## src/rtl/multi_control_ext.sv

```systemverilog
// multi_control_ext: multi-cycle MIPS control FSM with memory-ready stalls, extended opcodes and counters
module multi_control_ext #(
    parameter int CNT_W  = 32,
    parameter bit EN_EXT = 1'b1
) (
    input  logic             clk,
    input  logic             rst,
    input  logic [5:0]       OP,
    input  logic [5:0]       FUNC,
    input  logic             mem_ready,
    output logic             PCWrite,
    output logic             PCWriteCond,
    output logic             PCWriteCondNeg,
    output logic             IorD,
    output logic             MemRead,
    output logic             MemWrite,
    output logic             IRWrite,
    output logic             ALUSrcA,
    output logic             RegWrite,
    output logic [1:0]       MemtoReg,
    output logic [1:0]       RegDst,
    output logic [1:0]       PCSource,
    output logic [1:0]       ALUOp,
    output logic [1:0]       ALUSrcB,
    output logic [3:0]       state,
    output logic [4:0]       LED,
    output logic             illegal,
    output logic [CNT_W-1:0] cycle_cnt,
    output logic [CNT_W-1:0] instr_cnt
);
    typedef enum logic [3:0] {
        S_IF = 4'd0, S_ID = 4'd1, S_MEMADR = 4'd2, S_MEMRD = 4'd3,
        S_MEMWB = 4'd4, S_MEMWR = 4'd5, S_EXE = 4'd6, S_RWB = 4'd7,
        S_BEQ = 4'd8, S_JMP = 4'd9, S_ADDI = 4'd10, S_ADDIWB = 4'd11,
        S_BNE = 4'd12, S_JAL = 4'd13, S_JR = 4'd14, S_BAD = 4'd15
    } state_t;
    state_t cur, nxt;
    logic [4:0] led_nxt;
    logic bad_op;
    assign state = cur;
    // next state, decoded instruction class and per-state control outputs; reset masks every strobe
    always_comb begin
        nxt = S_IF;
        led_nxt = 5'b0;
        bad_op = 1'b0;
        PCWrite = 1'b0;
        PCWriteCond = 1'b0;
        PCWriteCondNeg = 1'b0;
        IorD = 1'b0;
        MemRead = 1'b0;
        MemWrite = 1'b0;
        IRWrite = 1'b0;
        ALUSrcA = 1'b0;
        RegWrite = 1'b0;
        MemtoReg = 2'd0;
        RegDst = 2'd0;
        PCSource = 2'd0;
        ALUOp = 2'd0;
        ALUSrcB = 2'd0;
        case (cur)
            S_IF: begin
                MemRead = 1'b1;
                ALUSrcB = 2'd1;
                IRWrite = mem_ready;
                PCWrite = mem_ready;
                nxt = mem_ready ? S_ID : S_IF;
            end
            S_ID: begin
                ALUSrcB = 2'd3;
                case (OP)
                    6'b000000:
                        if (FUNC != 6'b001000) begin
                            nxt = S_EXE;
                            led_nxt = 5'b00001;
                        end else if (EN_EXT) begin
                            nxt = S_JR;
                            led_nxt = 5'b10000;
                        end else bad_op = 1'b1;
                    6'b100011, 6'b101011: begin
                        nxt = S_MEMADR;
                        led_nxt = OP[3] ? 5'b00010 : 5'b00100;
                    end
                    6'b000100: begin
                        nxt = S_BEQ;
                        led_nxt = 5'b01000;
                    end
                    6'b000101:
                        if (EN_EXT) begin
                            nxt = S_BNE;
                            led_nxt = 5'b01000;
                        end else bad_op = 1'b1;
                    6'b000010: begin
                        nxt = S_JMP;
                        led_nxt = 5'b10000;
                    end
                    6'b000011:
                        if (EN_EXT) begin
                            nxt = S_JAL;
                            led_nxt = 5'b10000;
                        end else bad_op = 1'b1;
                    6'b001000:
                        if (EN_EXT) begin
                            nxt = S_ADDI;
                            led_nxt = 5'b00001;
                        end else bad_op = 1'b1;
                    default: bad_op = 1'b1;
                endcase
            end
            S_MEMADR: begin
                ALUSrcA = 1'b1;
                ALUSrcB = 2'd2;
                nxt = OP[3] ? S_MEMWR : S_MEMRD;
            end
            S_MEMRD: begin
                MemRead = 1'b1;
                IorD = 1'b1;
                nxt = mem_ready ? S_MEMWB : S_MEMRD;
            end
            S_MEMWB: begin
                RegWrite = 1'b1;
                MemtoReg = 2'd1;
            end
            S_MEMWR: begin
                MemWrite = 1'b1;
                IorD = 1'b1;
                nxt = mem_ready ? S_IF : S_MEMWR;
            end
            S_EXE: begin
                ALUSrcA = 1'b1;
                ALUOp = 2'd2;
                nxt = S_RWB;
            end
            S_RWB: begin
                RegWrite = 1'b1;
                RegDst = 2'd1;
            end
            S_BEQ: begin
                ALUSrcA = 1'b1;
                ALUOp = 2'd1;
                PCWriteCond = 1'b1;
                PCSource = 2'd1;
            end
            S_BNE: begin
                ALUSrcA = 1'b1;
                ALUOp = 2'd1;
                PCWriteCondNeg = 1'b1;
                PCSource = 2'd1;
            end
            S_JMP: begin
                PCWrite = 1'b1;
                PCSource = 2'd2;
            end
            S_ADDI: begin
                ALUSrcA = 1'b1;
                ALUSrcB = 2'd2;
                nxt = S_ADDIWB;
            end
            S_ADDIWB: RegWrite = 1'b1;
            S_JAL: begin
                RegWrite = 1'b1;
                RegDst = 2'd2;
                MemtoReg = 2'd2;
                PCWrite = 1'b1;
                PCSource = 2'd2;
            end
            S_JR: begin
                PCWrite = 1'b1;
                PCSource = 2'd3;
            end
            default: bad_op = 1'b1;
        endcase
        if (rst) begin
            PCWrite = 1'b0;
            PCWriteCond = 1'b0;
            PCWriteCondNeg = 1'b0;
            IRWrite = 1'b0;
            RegWrite = 1'b0;
            MemRead = 1'b0;
            MemWrite = 1'b0;
        end
    end
    // state register
    always_ff @(posedge clk) begin
        cur <= rst ? S_IF : nxt;
    end
    // class LEDs load on every decode; illegal flag is sticky until reset
    always_ff @(posedge clk) begin
        if (rst) begin
            LED <= 5'b0;
            illegal <= 1'b0;
        end else begin
            if (cur == S_ID) LED <= led_nxt;
            if (bad_op) illegal <= 1'b1;
        end
    end
    // wrapping cycle counter and completed-fetch counter
    always_ff @(posedge clk) begin
        if (rst) begin
            cycle_cnt <= '0;
            instr_cnt <= '0;
        end else begin
            cycle_cnt <= cycle_cnt + 1'b1;
            if (cur == S_IF && mem_ready) instr_cnt <= instr_cnt + 1'b1;
        end
    end
endmodule

```

## config.mk

```make
export PLATFORM = sky130hd
export DESIGN_NAME = multi_control_ext
export DESIGN_NICKNAME = d
export VERILOG_FILES = /design/src/rtl/multi_control_ext.sv
export SDC_FILE = /design/constraint.sdc
export NUM_CORES = 1
export LEC_CHECK = 0
export CAP_MARGIN = 10
export CORE_ASPECT_RATIO = 0.7
export CORE_MARGIN = 10
export CORE_UTILIZATION = 25
export CTS_BUF_LIST = sky130_fd_sc_hd__clkbuf_2 sky130_fd_sc_hd__clkbuf_4 sky130_fd_sc_hd__clkbuf_8
export DETAILED_ROUTE_END_ITERATION = 6
export MAX_ROUTING_LAYER = met4
export PLACE_DENSITY = 0.58
export SYNTH_ARGS = -nofsm -noshare
export SYNTH_HDL_FRONTEND = slang
export SYNTH_SLANG_ARGS = --single-unit
```

## constraint.sdc

```tcl
create_clock -name clk -period 5 [get_ports clk]
set_input_delay 1.25 -clock clk [delete_from_list [all_inputs] [get_ports clk]]
set_output_delay 1.25 -clock clk [all_outputs]
set_load 0.01 [all_outputs]
```

==> results.tsv, run 1 <==
metric	value	unit
outcome	finished clean	
startpoint types	input pin	
first drt pass iteration count	5	
RSZ-0062 raised after global routing	no	
area grow syn2layout	36.0	%
CTS tree	done	
die area	0.0210	mm2
Avg Inst Size Synth	7.99	um2
Syn Std Cell Area	0.00388	mm2
Post-synth ARST share	0	
DP HPWL	9.21	mm
Unique masters post-synth	45	
GR Overflow Total	0	
Port Buffers	107	
Reg clk slew, reported paths	70	ps
Layout Skew	11.2	ps
PD cells	222	mW/mm2
Post-CTS Hold Buffers	0	
Antenna Cells	0	
Least-Margin Pin Slew	664	ps
final net count	592	
initial core utilization	0.253	
Primary FF master, synth	dfxtp_1	
slew margin rel.	0.557	
Syn Nets	503	
Hold Fails Final Rpt	0	
Seq/Total Area, Yosys	0.381	
cts repair resizes	0	
maxcap violations	0	
Synth Register Bits	74	
latest clock arrival within the worst-skew pair	360	ps
Critical Path RT	3750	ps
Tmin final	4510	ps
CP peak stage delay	590	ps
global-route wire length before repair	20.2	mm
maximum vdd drop	0.000100	V
layout cell share with drive strength beyond 1	0.0433	
number of clock sinks	74	
H-tree depth	3	
cell count after synthesis	486	
EDFF count, synth	0	
largest net degree at the start of global routing	53	
synth warn	0	
crit path DAT	3260	ps
CP Capture Type	output pin	
slowest cell on the critical path	clkdlybuf4s50_1	
Die H	124	um
via count	4053	
total power	1170	uW
IO Pins	108	
Design Area, Final	0.00528	mm2
Iter 0 DRT Violations	317	
fillers	1580	
Reg area	0.00148	mm2
Die Wd	169	um
ANT nets after route	0	
vias in the first global route	3823	
# DRC	0	
clock root buffer	clkbuf_8	
Crit Path Category	in -> out	
Total GRT Usage	0.119	
dpl cell area	0.00508	mm2
core area	0.0154	mm2
worst path cell trace	clkdlybuf4s50_1 > or4b_4 > a21oi_1 > a21oi_1 > nor2_1 > clkdlybuf4s50_1	
setup TNS	0	ps
TritonCTS Buffers	9	
Slew Limit Fails	0	
fin crit share	0.902	
FP Rows	38	
per-cell routed wire length	16.3	um
Final setup viols	0	
multi-input combinational cell area	0.00222	mm2
crit-path max FO	12	
Hold Crit Class	reg -> reg	
initial antenna violation count	0	
Final Util	0.344	
max frequency	0.222	GHz
drt via density	5.21	
post-CTS setup buffers	0	
Post-Route WL	12.7	mm
gpl congestion	0.838	
Clock Path Buffers	2	
total leakage power	0.00155	uW
final cells by class:
class | instances | area share
Multi-Input combinational cell | 369 | 0.420
Sequential cell | 74 | 0.281
Timing Repair Buffer | 111 | 0.208
Tap cell | 200 | 0.0474
Clock buffer | 12 | 0.0301
Clock inverter | 2 | 0.00711
Inverter | 10 | 0.00711
kinds of logic (layout without fill, tap and decap cells):
kind of cell	after synthesis	count (layout)	synth area share
buffers and inverters	43	135	0.0474
and+or+nand+nor	230	230	0.335
xor gates and xnor gates	25	25	0.0564
DFF	74	74	0.381
muxes	1	1	0.00258
adders and majority gates	2	2	0.00644
AOI/OAI and AO/OA	111	111	0.171
critical path: cells and delay by family:
family,cells,cell delay (ps)
buf+inv,2,1060
compound gates,2,210
simple gates,2,730
layer usage:
layer	wire length, um	global-route usage
met2	5750	0.175
met1	6090	0.155
met3	748	0.0397
met4	100	0.0284
met5	0	-
cell usage after synthesis (3+ instances only):
library cell	count	area share
a21oi_1	52	0.067
and2_1	3	0.0048
and3_1	5	0.0081
and4_1	6	0.014
buf_2	3	0.0039
clkbuf_1	25	0.024
dfxtp_1	74	0.38
inv_1	10	0.0097
nand2_1	27	0.026
nand2b_1	7	0.011
nand3_1	28	0.036
nand4_1	19	0.031
nor2_1	46	0.044
nor2b_1	4	0.0064
nor3_1	11	0.014
nor4_1	12	0.019
o21ai_0	16	0.021
o31ai_1	30	0.058
or3_1	15	0.024
or4_1	34	0.066
xnor2_1	15	0.034
xor2_1	10	0.023
power by group:
part           total (uW)  leakage [uW]  switching [uW]  internal (uW)
Clock                 483     0.0000980             225            258
Combinational        84.2      0.000857            44.8           39.4
Sequential            604      0.000597            9.09            595
final timing paths:
check	end	cells past startpoint	from	slack (ps)
max	PCWrite	6	mem_ready	490
min	LED[1]$_SDFFE_PP0P_	2	LED[1]$_SDFFE_PP0P_	460
max reg2reg	instr_cnt[26]$_SDFFE_PP0P_	4	state[0]$_SDFF_PP0_	2190
min reg2reg	LED[1]$_SDFFE_PP0P_	2	LED[1]$_SDFFE_PP0P_	460
stage by stage:
stage | hold slack (ps) | setup WS, ps | std cells
after global placement | 451 | 467 | 764
after global routing | 485 | 396 | 778
after CTS | 464 | 482 | 778
after detailed placement | 453 | 496 | 764
after floorplan | 476 | 1410 | 486
final | 456 | 491 | 778
placed cells by master, fill, tap and decap left out, drive strengths merged, types with 11 or more instances in the layout:
cell type	count
clkdlybuf4s50	106
dfxtp	74
a21oi	52
nor2	46
or4	35
o31ai	30
nand3	28
nand2	27
nand4	19
o21ai	16
or3	15
xnor2	15
nor4	12
clkbuf	12
nor3	11
state kept, by name, summed over array words and instances, names as in the netlist:
signal / flops
LED: 5
state: 4
cycle_cnt: 32
illegal: 1
instr_cnt: 32
Note: power is estimated with default switching activity, not from simulation.
==> run 2, diff against run 1 <==
--- a/config.mk
+++ b/config.mk
@@ -11,8 +11,10 @@
 export CORE_UTILIZATION = 25
 export CTS_BUF_LIST = sky130_fd_sc_hd__clkbuf_2 sky130_fd_sc_hd__clkbuf_4 sky130_fd_sc_hd__clkbuf_8
 export DETAILED_ROUTE_END_ITERATION = 6
+export HOLD_SLACK_MARGIN = 0.12
 export MAX_ROUTING_LAYER = met4
 export PLACE_DENSITY = 0.58
 export SYNTH_ARGS = -nofsm -noshare
 export SYNTH_HDL_FRONTEND = slang
 export SYNTH_SLANG_ARGS = --single-unit
+export TNS_END_PERCENT = 50
==> results of run 2 <==
Final layout, timing and power as in run 1 (identical DEF).
==> run 3, diff against run 2 <==
--- a/config.mk
+++ b/config.mk
@@ -11,6 +11,7 @@
 export CORE_UTILIZATION = 25
 export CTS_BUF_LIST = sky130_fd_sc_hd__clkbuf_2 sky130_fd_sc_hd__clkbuf_4 sky130_fd_sc_hd__clkbuf_8
 export DETAILED_ROUTE_END_ITERATION = 6
+export GPL_TIMING_DRIVEN = 1
 export HOLD_SLACK_MARGIN = 0.12
 export MAX_ROUTING_LAYER = met4
 export PLACE_DENSITY = 0.58
==> constraint.sdc (replaced) <==
create_clock -name clk -period 5.2 [get_ports clk]
set_input_delay 1.3 -clock clk [delete_from_list [all_inputs] [get_ports clk]]
set_output_delay 1.3 -clock clk [all_outputs]
set_load 0.01 [all_outputs]
==> run 3 against run 2 <==
Compared with the run above:
- clock-buffer cell count is 3 lower
- sequential share of layout area increased by 0.053 points
- largest cell class unchanged
- sequential power fell by 3.6%
- flip-flop and latch count unchanged
- core utilization shrank 0.065 points
- non-clock buffer count is 1 lower
- clock skew is 3.6 ps higher
==> results.tsv, run 3 (synthesis results as in run 1) <==
metric	value	unit	change
outcome	finished clean		
fin crit share	0.910		
post-CTS setup buffers	0		unchanged
Hold Fails Final Rpt	0		unchanged
FP Rows	38		unchanged
Post-CTS Hold Buffers	0		unchanged
DP HPWL	9.27	mm	+0.63%
first drt pass iteration count	5		unchanged
max frequency	0.211	GHz	
Reg clk slew, reported paths	80	ps	about the same
most common cell after layout, fill and taps aside	clkdlybuf4s50_1		
Crit Path Category	in -> out		
H-tree depth	3		unchanged
maximum vdd drop	0.000121	V	+21%
IO Pins	108		unchanged
most frequent cells in the layout	106 x clkdlybuf4s50_1, 74 x dfxtp_1, 52 x a21oi_1, 46 x nor2_1, 34 x or4_1		
total leakage power	0.00155	uW	-0.33%
maxcap violations	0		unchanged
Die H	124	um	unchanged
number of clock sinks	74		unchanged
clock root buffer	clkbuf_8		
drt via density	5.16		-0.94%
via count	4020		-0.81%
worst r2r src	state[2]$_SDFF_PP0_		
Post-Route WL	12.7	mm	-0.16%
largest net degree at the start of global routing	37		-30%
crit path launch	mem_ready		
largest registers	cycle_cnt: 32 flops, instr_cnt: 32 flops, LED: 5 flops		
FF-to-FF path depth	4		unchanged
per-cell routed wire length	16.3	um	-0.29%
latest clock arrival within the worst-skew pair	360	ps	about the same
Least-Margin Pin Slew	809	ps	+145 ps
final net count	591		-0.17%
setup TNS	0	ps	unchanged
ANT nets after route	0		unchanged
global-route wire length before repair	20.6	mm	+1.8%
Antenna Cells	0		unchanged
Hold Path Origin	LED[1]$_SDFFE_PP0P_		
worst hold path depth	2		unchanged
Layout Skew	14.8	ps	+3.60 ps
area grow syn2layout	35.7	%	
Tmin final	4730	ps	
crit-path max FO	12		unchanged
Clock Path Buffers	2		unchanged
GR Overflow Total	0		unchanged
PD cells	211	mW/mm2	-4.7%
initial core utilization	0.253		unchanged
initial antenna violation count	0		unchanged
Slew Limit Fails	0		unchanged
core area	0.0154	mm2	unchanged
Iter 0 DRT Violations	345		+8.8%
cts repair resizes	0		unchanged
Die Wd	169	um	unchanged
Critical Path RT	3900	ps	+150 ps
Port Buffers	107		unchanged
startpoint types	input pin		
gpl congestion	0.839		+0.11%
Hold Crit Class	reg -> reg		
layout cell share with drive strength beyond 1	0.0449		+0.00165
die area	0.0210	mm2	unchanged
CTS tree	done		
CP Capture Type	output pin		
RSZ-0062 raised after global routing	no		
Final Util	0.343		-0.000652
vias in the first global route	3795		-0.73%
Total GRT Usage	0.120		+0.000334
Final setup viols	0		unchanged
# DRC	0		unchanged
TritonCTS Buffers	9		unchanged
slew margin rel.	0.460		-0.0969
crit path DAT	3430	ps	+170 ps
## run 3: changes by cell type in the layout (fill, tap and decap cells not counted), sizes merged
cell and change:
buf -1, clkinv +5, clkbuf -3
## run 3: final timing paths
kind	slack (ps)	to
max	470	PCWrite
min	460	LED[1]$_SDFFE_PP0P_
max reg2reg	2340	instr_cnt[26]$_SDFFE_PP0P_
min reg2reg	460	LED[1]$_SDFFE_PP0P_
## run 3: metal layers
layer,up-vias,global-route usage,share of wire,wire length (um)
met3,8,0.0340,0.054,681
met5,-,-,0,0
met1,1916,0.154,0.47,6020
met4,0,0.0294,0.0086,109
met2,98,0.181,0.46,5860
li1,1998,-,-,-
## run 3: area by class of cell
class | count | area (um2)
Clock buffer | 9 | 124
Clock inverter | 7 | 70.1
Fill cell | 1606 | 10100
Inverter | 10 | 37.5
Multi-Input combinational cell | 369 | 2220
Sequential cell | 74 | 1480
Tap cell | 200 | 250
Timing Repair Buffer | 110 | 1090
## run 3: through the flow
step | worst slack, ps | hold slack, ps | instance area (um2) | instances | total power [uW]
4_1_cts | 505 | 464 | 5270 | 779 | 1130
3_3_place_gp | 508 | 448 | 5080 | 763 | 674
6_report | 467 | 459 | 5270 | 779 | 1110
2_1_floorplan | 1510 | 476 | 3880 | 486 | 634
5_1_grt | 388 | 513 | 5270 | 779 | 1170
3_5_place_dp | 524 | 452 | 5080 | 763 | 675
## run 3: power breakdown
part / total (uW) / switching, uW / internal, uW
logic: 80.5 / 42.3 / 38.2
clock network: 452 / 232 / 221
registers: 582 / 9.60 / 572
## run 3: critical path, stage by stage
cell,delay [ps]
clkdlybuf4s50_1,500
or4b_4,550
a21oi_1,210
a21oi_1,70
nor2_1,210
clkdlybuf4s50_1,590
==> edit: new RTL, settings of run 1 <==
Change the parameter `EN_EXT` from 1'b1 to 1'b0.
--- a/src/rtl/multi_control_ext.sv
+++ b/src/rtl/multi_control_ext.sv
@@ -3,3 +3,3 @@
     parameter int CNT_W  = 32,
-    parameter bit EN_EXT = 1'b1
+    parameter bit EN_EXT = 1'b0
 ) (
Check against the original RTL: not equivalent (a bounded check fails within 4 cycles, from zero or initial values and one cycle with rst high).
==> edit against run 1 <==
  * Worst setup slack improved by 0.41 ns
  * Sequential power barely moved
  * Hold slack improved by 0.0062 ns
  * Critical path depth fell by 2
  * Fmax rose by 10%
  * Sequential cell count did not move
  * Via count fell by 13%
  * Clock skew barely moved
  * Power fell by 1.5%
  * Wire length fell by 12%
  * Non-clock buffer count fell by 3
  * Cell area barely moved
  * Synthesized area rose by 0.13%
==> edit: results (changes against run 1) <==
- The run finished with clean final reports.
- The endpoint identified for the worst register-to-register timing path is instr_cnt[20].
- Ranked by total cell area, the synthesized netlist is headed by sky130_fd_sc_hd__dfxtp_1 (38%), sky130_fd_sc_hd__xnor2_1 (7.7%), sky130_fd_sc_hd__nor2_1 (6.9%), sky130_fd_sc_hd__xor2_1 (4.1%), sky130_fd_sc_hd__nor4_4 (3.3%).
- The detailed-routing iteration count for the pre-antenna-repair pass is 4 (-1).
- The post-detailed-placement half-perimeter wirelength is 8313 um (-9.8%).
- The pin count of the biggest net entering global routing is 43 (-19%).
- The average vias per placed instance is 4.662 (-11%).
- The transition at the pin with the smallest max-transition slack was 0.8466 ns (+0.1828 ns).
- The library cell contributing the largest single delay on the critical path is sky130_fd_sc_hd__clkdlybuf4s50_1.
- The number of global-route vias before repair is 3460 (-9.5%).
- The worst-case clock skew came to 0.01162 ns (+0.0003969 ns).
- The source-to-sink clock delay at the later pin of the worst-skew pair came to 0.34 ns (-0.02 ns).
- The cell count after placement is 738 (-3.4%).
- In this run the worst hold path is classified as flop to flop.
- The wire length per cell is 14.82 um (-9.1%).
- The commonest cells after synthesis are sky130_fd_sc_hd__dfxtp_1 (74), sky130_fd_sc_hd__nor2_1 (71), sky130_fd_sc_hd__xnor2_1 (34), sky130_fd_sc_hd__nand2_1 (33), sky130_fd_sc_hd__a21oi_1 (24).
- The data arrival time of the worst path is 2.85 ns (-0.41 ns).
- The maximum fanout count along the critical path was 10 (-2).
- The net count of the finished layout is 566 (-4.4%).
- The wire length of the first global-routing pass is 18320 um (-9.3%).
- The minimum setup slack among reg-to-reg paths is 2.08 ns (-0.11 ns).
- The number of standard cells in the layout, taps in and fillers out was 754 (-3.1%).
- The number of instances in the synthesized netlist is 459 (-5.6%).
- The final weighted congestion in routability-driven placement is 0.8103 (-3.3%).
- The maximum ir drop on the vdd rail came to 103.2 uV (+3.1%).
- The share of cells above drive strength 1 is 8.123% (+3.8 points).
- The share of Yosys cell area claimed by the top area cell type came to 38.10% (-0.049 points).
- The total of fill cells in the finished design is 1556 (-1.5%).
- The initial detailed-routing violation count was 196 (-38%).
- The worst reg2reg path depth came to 5 (+1).
- The distinct cell type count after synthesis is 47 (+4.4%).
- The proportion of synthesized flip-flops having asynchronous set or reset was 0% (unchanged).
- The share of synthesized area occupied by flip-flops and latches is 38.10% (-0.049 points).
- The fraction of power spent switching nets is 23.49% (-0.29 points).
- The number of nets in the synthesized netlist came to 476 (-5.4%).
- The leakage component of the power came to 1.716 nW (+11%).
- The total global-route track usage is 10.67% (-1.3 points).
## edit: worst min path at each step
stage                 from  endpoint  depth (start not counted)  slack, ns
floorplan           LED[1]    LED[1]                          2       0.48
global placement    LED[0]    LED[0]                          2       0.45
detailed placement  LED[1]    LED[1]                          2       0.46
CTS                 LED[1]    LED[1]                          2       0.47
global route        LED[0]    LED[0]                          2       0.49
finish              LED[1]    LED[1]                          2       0.46
## edit: layout make-up
class,instances,area share (%)
Clock buffer,12,2.890
Multi-Input combinational cell,347,42.38
Tap cell,200,4.738
Inverter,9,0.6397
Clock inverter,4,0.9713
Sequential cell,74,28.05
Timing Repair Buffer,108,20.33
## edit: routing by layer
layer  share of wire (%)  routed length [um]  GRT usage, %
met1                  48                5381         13.52
met4                0.64                  71         2.329
met2                  45                5052         16.01
met3                 6.0                 671         3.752
met5                   0                   0             -
## edit: worst reg2reg max path, stage by stage, from the launching register on
cell	delay, ns
sky130_fd_sc_hd__dfxtp_1	0.56
sky130_fd_sc_hd__nor4_4	0.74
sky130_fd_sc_hd__nand4_1	0.79
sky130_fd_sc_hd__nor4_2	0.46
sky130_fd_sc_hd__xnor2_1	0.17
sky130_fd_sc_hd__nor2_1	0.07
## edit: metrics by stage
stage / setup WS [ns] / hold slack, ns / cell area (um2)
detailed placement: 0.9128 / 0.4573 / 5077
global placement: 0.9428 / 0.4466 / 5077
global route: 0.7931 / 0.4923 / 5281
floorplan: 1.578 / 0.4761 / 3889
finish: 0.9037 / 0.4623 / 5281
CTS: 0.9054 / 0.4686 / 5281
## edit: cells by family after synthesis
logic type,share of synthesized area [%]
mux,0.8044
buf+inv,4.343
fa+ha+maj,0.6434
compound gates,6.468
flops,38.10
simple gates,37.94
xor+xnor,11.71
## edit: power groups by stage
stage	Sequential (mW)	Combinational (mW)	Clock, mW
2_1_floorplan	0.615	0.0359	0
3_3_place_gp	0.617	0.0686	0
3_5_place_dp	0.618	0.0691	0
4_1_cts	0.604	0.0696	0.502
5_1_grt	0.606	0.0751	0.530
6_report	0.604	0.0681	0.482
